$ cat src/rtl/execute_md_pkg.sv
// execute_md_pkg: shared types, default widths and op-class helpers for the
// execute-stage multiply/divide back end.
// Build option: define EXECUTE_MD_DIV_EN to include DIV/DIVU support.
package execute_md_pkg;

   localparam int MD_XLEN   = 32;
   localparam int MD_REG_AW = 5;
   localparam int MD_CNT_W  = $clog2(MD_XLEN + 1);

   typedef enum logic [2:0] {
      MD_NONE  = 3'd0,
      MD_MULT  = 3'd1,
      MD_MULTU = 3'd2,
      MD_DIV   = 3'd3,
      MD_DIVU  = 3'd4,
      MD_MFHI  = 3'd5,
      MD_MFLO  = 3'd6
   } md_op_e;

   // Ops that launch an iterative operation (code 7 is never one of these)
   function automatic logic md_is_start(input logic [2:0] op);
`ifdef EXECUTE_MD_DIV_EN
      return (op == MD_MULT) || (op == MD_MULTU) || (op == MD_DIV) || (op == MD_DIVU);
`else
      return (op == MD_MULT) || (op == MD_MULTU);
`endif
   endfunction

   // Ops that must wait for the unit to be idle
   function automatic logic md_uses_unit(input logic [2:0] op);
      return md_is_start(op) || (op == MD_MFHI) || (op == MD_MFLO);
   endfunction

endpackage

$ cat src/rtl/execute_md_md_unit.sv
// md_unit: radix-2 iterative multiplier (shift-add) and, with
// EXECUTE_MD_DIV_EN, restoring divider. Works on operand magnitudes and
// applies the sign fix on the final step, writing HI/LO at the same edge.
module md_unit
   import execute_md_pkg::*;
#(
   parameter int XLEN = MD_XLEN
) (
   input  logic            clk,
   input  logic            rst,
   input  logic            start_i,
   input  logic [2:0]      op_i,
   input  logic [XLEN-1:0] a_i,
   input  logic [XLEN-1:0] b_i,
   output logic [XLEN-1:0] hi_o,
   output logic [XLEN-1:0] lo_o,
   output logic            busy_o,
   output logic            div_by_zero_o
);
   localparam int CW = $clog2(XLEN + 1);

   logic [XLEN-1:0]   hi_q, hi_d, lo_q, lo_d;
   logic [2*XLEN-1:0] acc_q, acc_d;
   logic [XLEN-1:0]   opnd_q, opnd_d;
   logic              busy_q, busy_d;
   logic [CW-1:0]     count_q, count_d;
   logic              neg_lo_q, neg_lo_d;

   logic              signed_op, sign_a, sign_b;
   logic [XLEN-1:0]   mag_a, mag_b;
   logic [XLEN:0]     mul_sum;
   logic [2*XLEN-1:0] step_acc, prod;
`ifdef EXECUTE_MD_DIV_EN
   logic              is_div_q, is_div_d;
   logic              neg_hi_q, neg_hi_d;
   logic              dbz_q, dbz_d;
   logic [XLEN:0]     div_shift;
   logic [XLEN-1:0]   div_diff;
   logic              div_ge;
`endif

   // Operand magnitudes and sign flags for the signed forms
   always_comb begin
      signed_op = (op_i == MD_MULT) || (op_i == MD_DIV);
      sign_a    = signed_op && a_i[XLEN-1];
      sign_b    = signed_op && b_i[XLEN-1];
      mag_a     = sign_a ? -a_i : a_i;
      mag_b     = sign_b ? -b_i : b_i;
   end

   // One radix-2 step: acc holds {partial HI, multiplier} or {remainder, quotient}
   always_comb begin
      mul_sum  = {1'b0, acc_q[2*XLEN-1:XLEN]} + (acc_q[0] ? {1'b0, opnd_q} : '0);
      step_acc = {mul_sum, acc_q[XLEN-1:1]};
`ifdef EXECUTE_MD_DIV_EN
      div_shift = acc_q[2*XLEN-1:XLEN-1];
      div_ge    = div_shift >= {1'b0, opnd_q};
      div_diff  = div_shift[XLEN-1:0] - opnd_q;
      if (is_div_q) begin
         step_acc = {(div_ge ? div_diff : div_shift[XLEN-1:0]), acc_q[XLEN-2:0], div_ge};
      end
`endif
      prod = neg_lo_q ? -step_acc : step_acc;
   end

   // Start / iterate / complete sequencing and HI/LO update
   always_comb begin
      hi_d     = hi_q;
      lo_d     = lo_q;
      acc_d    = acc_q;
      opnd_d   = opnd_q;
      busy_d   = busy_q;
      count_d  = count_q;
      neg_lo_d = neg_lo_q;
`ifdef EXECUTE_MD_DIV_EN
      is_div_d = is_div_q;
      neg_hi_d = neg_hi_q;
      dbz_d    = 1'b0;
`endif
      if (start_i && !busy_q) begin
         busy_d   = 1'b1;
         count_d  = CW'(XLEN);
         neg_lo_d = sign_a ^ sign_b;
`ifdef EXECUTE_MD_DIV_EN
         is_div_d = (op_i == MD_DIV) || (op_i == MD_DIVU);
         neg_hi_d = sign_a;
         if (is_div_d) begin
            acc_d  = {{XLEN{1'b0}}, mag_a};
            opnd_d = mag_b;
         end else begin
            acc_d  = {{XLEN{1'b0}}, mag_b};
            opnd_d = mag_a;
         end
`else
         acc_d  = {{XLEN{1'b0}}, mag_b};
         opnd_d = mag_a;
`endif
      end else if (busy_q) begin
         acc_d   = step_acc;
         count_d = count_q - CW'(1);
         if (count_q == CW'(1)) begin
            busy_d = 1'b0;
            hi_d   = prod[2*XLEN-1:XLEN];
            lo_d   = prod[XLEN-1:0];
`ifdef EXECUTE_MD_DIV_EN
            if (is_div_q) begin
               // A zero divisor leaves quotient all ones and remainder |a|;
               // restoring the dividend sign then yields HI = op_a exactly.
               lo_d  = (neg_lo_q && (opnd_q != '0)) ? -step_acc[XLEN-1:0] : step_acc[XLEN-1:0];
               hi_d  = neg_hi_q ? -step_acc[2*XLEN-1:XLEN] : step_acc[2*XLEN-1:XLEN];
               dbz_d = (opnd_q == '0);
            end
`endif
         end
      end
   end

   // State registers with synchronous reset
   always_ff @(posedge clk) begin
      if (rst) begin
         hi_q     <= '0;
         lo_q     <= '0;
         acc_q    <= '0;
         opnd_q   <= '0;
         busy_q   <= 1'b0;
         count_q  <= '0;
         neg_lo_q <= 1'b0;
`ifdef EXECUTE_MD_DIV_EN
         is_div_q <= 1'b0;
         neg_hi_q <= 1'b0;
         dbz_q    <= 1'b0;
`endif
      end else begin
         hi_q     <= hi_d;
         lo_q     <= lo_d;
         acc_q    <= acc_d;
         opnd_q   <= opnd_d;
         busy_q   <= busy_d;
         count_q  <= count_d;
         neg_lo_q <= neg_lo_d;
`ifdef EXECUTE_MD_DIV_EN
         is_div_q <= is_div_d;
         neg_hi_q <= neg_hi_d;
         dbz_q    <= dbz_d;
`endif
      end
   end

   assign hi_o   = hi_q;
   assign lo_o   = lo_q;
   assign busy_o = busy_q;
`ifdef EXECUTE_MD_DIV_EN
   assign div_by_zero_o = dbz_q;
`else
   assign div_by_zero_o = 1'b0;
`endif

endmodule

$ cat src/rtl/execute_md.sv
// execute_md: EX-stage back end. Stalls MD-class ops while the unit is busy,
// launches MULT/MULTU (and DIV/DIVU with EXECUTE_MD_DIV_EN), selects
// HI/LO for MFHI/MFLO and registers the EX/MEM stage.
module execute_md
   import execute_md_pkg::*;
#(
   parameter int XLEN   = MD_XLEN,
   parameter int REG_AW = MD_REG_AW
) (
   input  logic              clk,
   input  logic              rst,
   input  logic              in_valid,
   input  logic [2:0]        md_op,
   input  logic [XLEN-1:0]   op_a,
   input  logic [XLEN-1:0]   op_b,
   input  logic [XLEN-1:0]   alu_res,
   input  logic [REG_AW-1:0] rd,
   input  logic              reg_write,
   input  logic              flush,
   output logic              stall_ex,
   output logic              md_busy,
   output logic              out_valid,
   output logic [XLEN-1:0]   out_res,
   output logic [REG_AW-1:0] out_rd,
   output logic              out_reg_write,
   output logic              div_by_zero
);
   logic              is_md, is_start, accept;
   logic [XLEN-1:0]   hi, lo;
   logic              out_valid_q, out_valid_d;
   logic [XLEN-1:0]   out_res_q, out_res_d;
   logic [REG_AW-1:0] out_rd_q, out_rd_d;
   logic              out_reg_write_q, out_reg_write_d;

   // Stall only MD-class ops while busy; a flush kills the stall as well
   always_comb begin
      is_md    = md_uses_unit(md_op);
      is_start = md_is_start(md_op);
      stall_ex = in_valid && !flush && is_md && md_busy;
      accept   = in_valid && !flush && !stall_ex;
   end

   md_unit #(.XLEN(XLEN)) u_md (
      .clk          (clk),
      .rst          (rst),
      .start_i      (accept && is_start),
      .op_i         (md_op),
      .a_i          (op_a),
      .b_i          (op_b),
      .hi_o         (hi),
      .lo_o         (lo),
      .busy_o       (md_busy),
      .div_by_zero_o(div_by_zero)
   );

   // EX/MEM next state: accepted instruction or a bubble
   always_comb begin
      out_valid_d     = 1'b0;
      out_reg_write_d = 1'b0;
      out_res_d       = out_res_q;
      out_rd_d        = out_rd_q;
      if (accept) begin
         out_valid_d     = 1'b1;
         out_rd_d        = rd;
         out_reg_write_d = reg_write && !is_start;
         if (md_op == MD_MFHI) begin
            out_res_d = hi;
         end else if (md_op == MD_MFLO) begin
            out_res_d = lo;
         end else begin
            out_res_d = alu_res;
         end
      end
   end

   // EX/MEM pipeline register
   always_ff @(posedge clk) begin
      if (rst) begin
         out_valid_q     <= 1'b0;
         out_res_q       <= '0;
         out_rd_q        <= '0;
         out_reg_write_q <= 1'b0;
      end else begin
         out_valid_q     <= out_valid_d;
         out_res_q       <= out_res_d;
         out_rd_q        <= out_rd_d;
         out_reg_write_q <= out_reg_write_d;
      end
   end

   assign out_valid     = out_valid_q;
   assign out_res       = out_res_q;
   assign out_rd        = out_rd_q;
   assign out_reg_write = out_reg_write_q;

endmodule

$ cat config.mk
export PLATFORM = sky130hd
export DESIGN_NAME = execute_md
export DESIGN_NICKNAME = d
export VERILOG_FILES = /design/src/rtl/execute_md_pkg.sv /design/src/rtl/execute_md_md_unit.sv /design/src/rtl/execute_md.sv
export SDC_FILE = /design/constraint.sdc
export NUM_CORES = 1
export LEC_CHECK = 0
export ABC_CLOCK_PERIOD_IN_PS = 6600
export CORE_MARGIN = 4
export CORE_UTILIZATION = 30
export CTS_CLUSTER_DIAMETER = 40
export DETAILED_ROUTE_END_ITERATION = 6
export SETUP_SLACK_MARGIN = 0.2
export SYNTH_ARGS = -nofsm -noshare
export SYNTH_HDL_FRONTEND = slang
export SYNTH_HIERARCHICAL = 1
export SYNTH_SLANG_ARGS = --single-unit
$ cat constraint.sdc
create_clock -name clk -period 6.6 [get_ports clk]
set_clock_uncertainty 0.05 [all_clocks]
set_input_delay 0.66 -clock clk [delete_from_list [all_inputs] [get_ports clk]]
set_output_delay 0.66 -clock clk [all_outputs]
set_load 0.01 [all_outputs]
Word-level counts from Yosys, hierarchy flattened
Cells that the tools add are included.

operators by class
  multiplexer cells = 14
  reduce and logical (&&, ||, !) cells = 21
  eq/ne operators = 6
  bitwise gates (word level) = 3
  add/sub/neg operators = 5

operators by type and width
  cell                                              number
  2-to-1 mux 32 bit                                 7
  2-to-1 mux 64 bit                                 1
  negator 32 bit                                    2
  negator 64 bit                                    1
  adder 32 x 32 -> 33 bit                           1
  2-to-1 mux 6 bit                                  2
  logical AND 1 bit                                 9
  == test 3 x 2 -> 1 bit, second input constant     2
  == test 3 bit, second input constant              2
  == test 6 x 1 -> 1 bit, second input constant     1
  subtractor 6 x 1 -> 6 bit, second input constant  1
  zero test 1 bit                                   4
  logical OR 1 bit                                  4
  2-to-1 mux 1 bit                                  4
  OR reduction 2 bit                                2
  == test 3 x 1 -> 1 bit, second input constant     1
  AND reduction 3 bit                               1
  NOT 1 bit                                         2
  nonzero test 2 bit                                1
  XOR 1 bit                                         1

word-level totals
  word-level logic and storage cells = 62
  output and inout port bits = 42
  register bits = 207

Depth between registers and ports, before layout
  depth in word-level cells = 12
  gate-level depth with buffers = 14
  gate-level depth less buffers = 14

By module
Netlist, hierarchy kept.

modules (own cells, without submodules)
  module      cells an instance  sequential area each (um^2)  area an instance (um^2)  instances
  md_unit     1448               3363.2                       11197.0                  1
  execute_md  332                780.7                        2929.1                   1

Worst setup path before layout
OpenSTA, ideal clock, no wires.

  path kind = reg-to-reg
  start point = reg u_md.acc_q[0]
  end point = reg u_md.hi_q[30] (netlist: u_md/hi_o[30])
  clock period less this slack = 3.863 ns
  cell stages (with the launch flop) = 15
  arrival = 3.738 ns
  required time = 6.476 ns
  library setup time = 0.074 ns
  slack = 2.737 ns
  cells stage by stage = dfxtp_1 > clkbuf_1 > and2_1 > ha_1 > clkbuf_1 > nand2_1 > or3_1 > a2111o_1 > o211a_1 > o211ai_1 > a31oi_1 > xnor2_1 > or4_1 > or4_1 > a31oi_1

between the ends
  word-level cells in the longest chain between the ends = 4

RTL lines
  element                    line                       RTL
  start, declared            execute_md_md_unit.sv:23   logic [2*XLEN-1:0] acc_q, acc_d;
  start signal, assigned     execute_md_md_unit.sv:123  acc_q <= '0;
  start signal, assigned     execute_md_md_unit.sv:136  acc_q <= acc_d;
  2-to-1 mux 32 bit *        execute_md_md_unit.sv:53   mul_sum = {1'b0, acc_q[2*XLEN-1:XLEN]} + (acc_q[0] ? {1'b0, opnd_q} : '0);
  adder 32 x 32 -> 33 bit *  execute_md_md_unit.sv:53
  negator 64 bit             execute_md_md_unit.sv:63   prod = neg_lo_q ? -step_acc : step_acc;
  2-to-1 mux 64 bit *        execute_md_md_unit.sv:63
  end signal, assigned       execute_md_md_unit.sv:134  hi_q <= hi_d;
  end, declared              execute_md_md_unit.sv:22   logic [XLEN-1:0] hi_q, hi_d, lo_q, lo_d;

Every way passes the cells marked *; elsewhere a longest branch is shown, timed or not.
A chain may end at the register's enable or synchronous reset.

Worst setup path after layout
Ends and elaborated chain as after synthesis.

==> reports/results.tsv <==
metric	value	unit
Pleak	0.00593	µW
Setup crit start kind	flip-flop	
crit path kind	flip-flop to flip-flop	
initial antenna violation count	2	
fmax	205	MHz
CTS tree	built	
Synth Register Bits	207	
detail-routed net length per standard cell	17.9	µm
Max Cap Viol	0	
share of cells above drive strength 1	9.76	%
max-slew violations	0	
Multi-input gate area	9260	µm²
Post-DP Area	15900	µm²
crit path capture type	flip-flop	
final hold vios	0	
Total Power	3800	µW
PD cells	221	nW/µm²
period utilisation layout	74.1	%
fin worst setup slack	1.71	ns
pre-CTS setup slack	1.70	ns
vias	13400	
Slew @ Worst Pin	1.23	ns
CTS resizes	0	
clock root buffer master	clkbuf_16	
Required @ worst endpoint	6.99	ns
Post-synth ARST share	0	%
max_slew headroom	18.1	%
Syn-to-layout area delta	21.9	%
Die H	225	µm
VDD IR max	147	µV
most frequent cells in the layout	nor2_1, dfxtp_1, a21oi_1	
yosys synthesis warning count	6	
worst path arrival time	5.28	ns
final antenna-violating net count	0	
IO Port Bufs	149	
num ports	151	
register area share after synthesis	29.3	%
hpwl dp	33300	µm
site row count	79	
core area	46600	µm²
final worst path period need	4.89	ns
vias per inst	5.35	
Top FF cell, synth	dfxtp_1	
RSZ-0062 raised after global routing	false	
CP Cell Sequence	and2_1 > ha_1 > inv_1 > fa_1 > nand2b_1 > a21o_1 > a31o_2 > a311oi_4 > nand3b_1 > nor3_1 > nand3_1 > or2_1 > or4_1 > a31oi_1	
Chip Width	225	µm
Longest Clk Path Bufs	3	
Clock transition at path regs	0.06	ns
synthesized cell area	14100	µm²
total grt overflow	0	
First-pass DRT Iterations	5	
syn avg cell area	7.94	µm²
number of flops mapped to enable cells by yosys	0	
Finished Layout Cells	2495	
fin area	17200	µm²
setup bufs post-CTS	0	
unique cell type count in the Yosys netlist	83	
CTS Buf Count	38	
clk_lat worst skew	0.54	ns
syn_nets	1929	
Final Wtd Congestion	0.932	
largest net degree at the start of global routing	106	
drt total wl	44600	µm
Num Clock Sinks	207	
initial core utilization	30.3	%
first-pass GRT wire length	70200	µm
area of the die	50600	µm²
H-tree levels	2	
delay of the slowest critical-path stage	0.86	ns
Tot GR Track Use	16.9	%
commonest non-fill, non-tap cell in the layout	nor2_1	
CP max FO	33	
DRC viols	0	
status	completed	
Critical-path top delay cell	dfxtp_1	
Post-Syn Instances	1780	
Iteration-0 DRC Markers	1096	
Sequential Area	4150	µm²
Worst Hold Class	flip-flop to flip-flop	
Setup violations, final	0	
Fill cells	4747	
# hold bufs at CTS	0	
placed cell count	2423	
Post-layout nets	2005	
vias in the first global route	12500	
Setup TNS	0	ns
[cell families (layout without fill, tap and decap cells)]
logic type,count (synthesis),count (layout),share of synthesized area (%)
compound gates,567,567,29.1
xor+xnor,131,131,8.12
fa+ha+maj,40,40,3.60
buf+inv,162,268,5.32
flops,207,207,29.3
mux,20,20,1.43
other cells,1,3,0.0265
simple gates,652,652,23.1
[final cells by class]
type / count / share of cell area (%)
clock buffer: 45 / 6.03
timing repair buffer: 164 / 9.29
antenna: 2 / 0.0291
multi-input combinational: 1411 / 53.7
sequential: 207 / 24.1
inverter: 34 / 0.741
clock inverter: 25 / 1.68
tap: 607 / 4.41
[metal layers]
| layer | vias to the layer above | GRT usage (%) | share of wire, % |
|---|---|---|---|
| li1 | 6660 | - | - |
| met1 | 6279 | 24.5 | 49 |
| met2 | 360 | 26.2 | 43 |
| met3 | 54 | 2.79 | 6.1 |
| met4 | 0 | 4.19 | 1.9 |
| met5 | - | 0 | 0 |
[cells in the mapped netlist (7+ instances only)]
cell type / instances / area [µm²]
inv_1: 32 / 120
a211oi_1: 108 / 811
ha_1: 39 / 488
o41ai_1: 10 / 87.6
a21oi_2: 30 / 263
xnor2_1: 58 / 508
dfxtp_1: 207 / 4140
nand2b_1: 47 / 294
nor4_1: 15 / 93.8
buf_2: 22 / 110
xor2_1: 73 / 639
o211ai_1: 9 / 67.6
nand3_1: 59 / 295
or2_2: 7 / 43.8
nor2b_1: 39 / 244
buf_4: 10 / 75.1
clkbuf_1: 81 / 304
o31ai_1: 22 / 165
or3_1: 25 / 156
nand4_1: 15 / 93.8
or4_1: 14 / 105
and2_1: 39 / 244
a31oi_1: 12 / 75.1
nor2_1: 232 / 871
nor3_1: 32 / 160
a21oi_1: 158 / 791
nand2_1: 95 / 357
a311oi_2: 31 / 465
mux2i_1: 19 / 190
o21a_1: 10 / 75.1
o21ai_0: 63 / 315
a21o_1: 49 / 368
buf_1: 8 / 30.0
a311oi_1: 15 / 131
[worst max-delay path: cells and delay by family (launching register included)]
kind,cells,cell delay [ns]
buffers and inverters,1,0.07
AOI/OAI and AO/OA,4,1.07
DFF,1,0.86
adders and majority gates,2,0.59
and+or+nand+nor,7,2.17
[path summary, 6_finish.rpt]
kind | startpoint | end | slack [ns] | cells past startpoint
worst max-delay path | u_md/acc_q[0] | u_md/hi_o[30] | 1.71 | 14
worst min-delay path | u_md/lo_o[25] | u_md/lo_o[25] | 0.41 | 2
worst max register to register | u_md/acc_q[0] | u_md/hi_o[30] | 1.71 | 14
worst min register to register | u_md/lo_o[25] | u_md/lo_o[25] | 0.41 | 2
[flip-flops by register name, summed over array words and instances, names as in the netlist]
register       flops
out_rd             5
u_md/neg_lo_q      1
out_reg_write      1
u_md/opnd_q       32
out_valid          1
u_md/hi_o         32
out_res           32
u_md/acc_q        64
u_md/count_q       6
u_md/busy_o        1
u_md/lo_o         32
[power breakdown]
| part | switching (µW) | internal [µW] |
|---|---|---|
| Sequential | 35.8 | 1290 |
| Combinational | 264 | 220 |
| Clock | 724 | 1270 |
| Total | 1020 | 2780 |
[per-stage QoR]
step	utilization, %	hold slack [ns]
2_1_floorplan	-	0.382
3_3_place_gp	34.1	0.398
3_5_place_dp	34.1	0.410
4_1_cts	37.0	0.419
5_1_grt	37.0	0.442
6_report	37.0	0.414
Note: power is estimated with default switching activity, not from simulation.
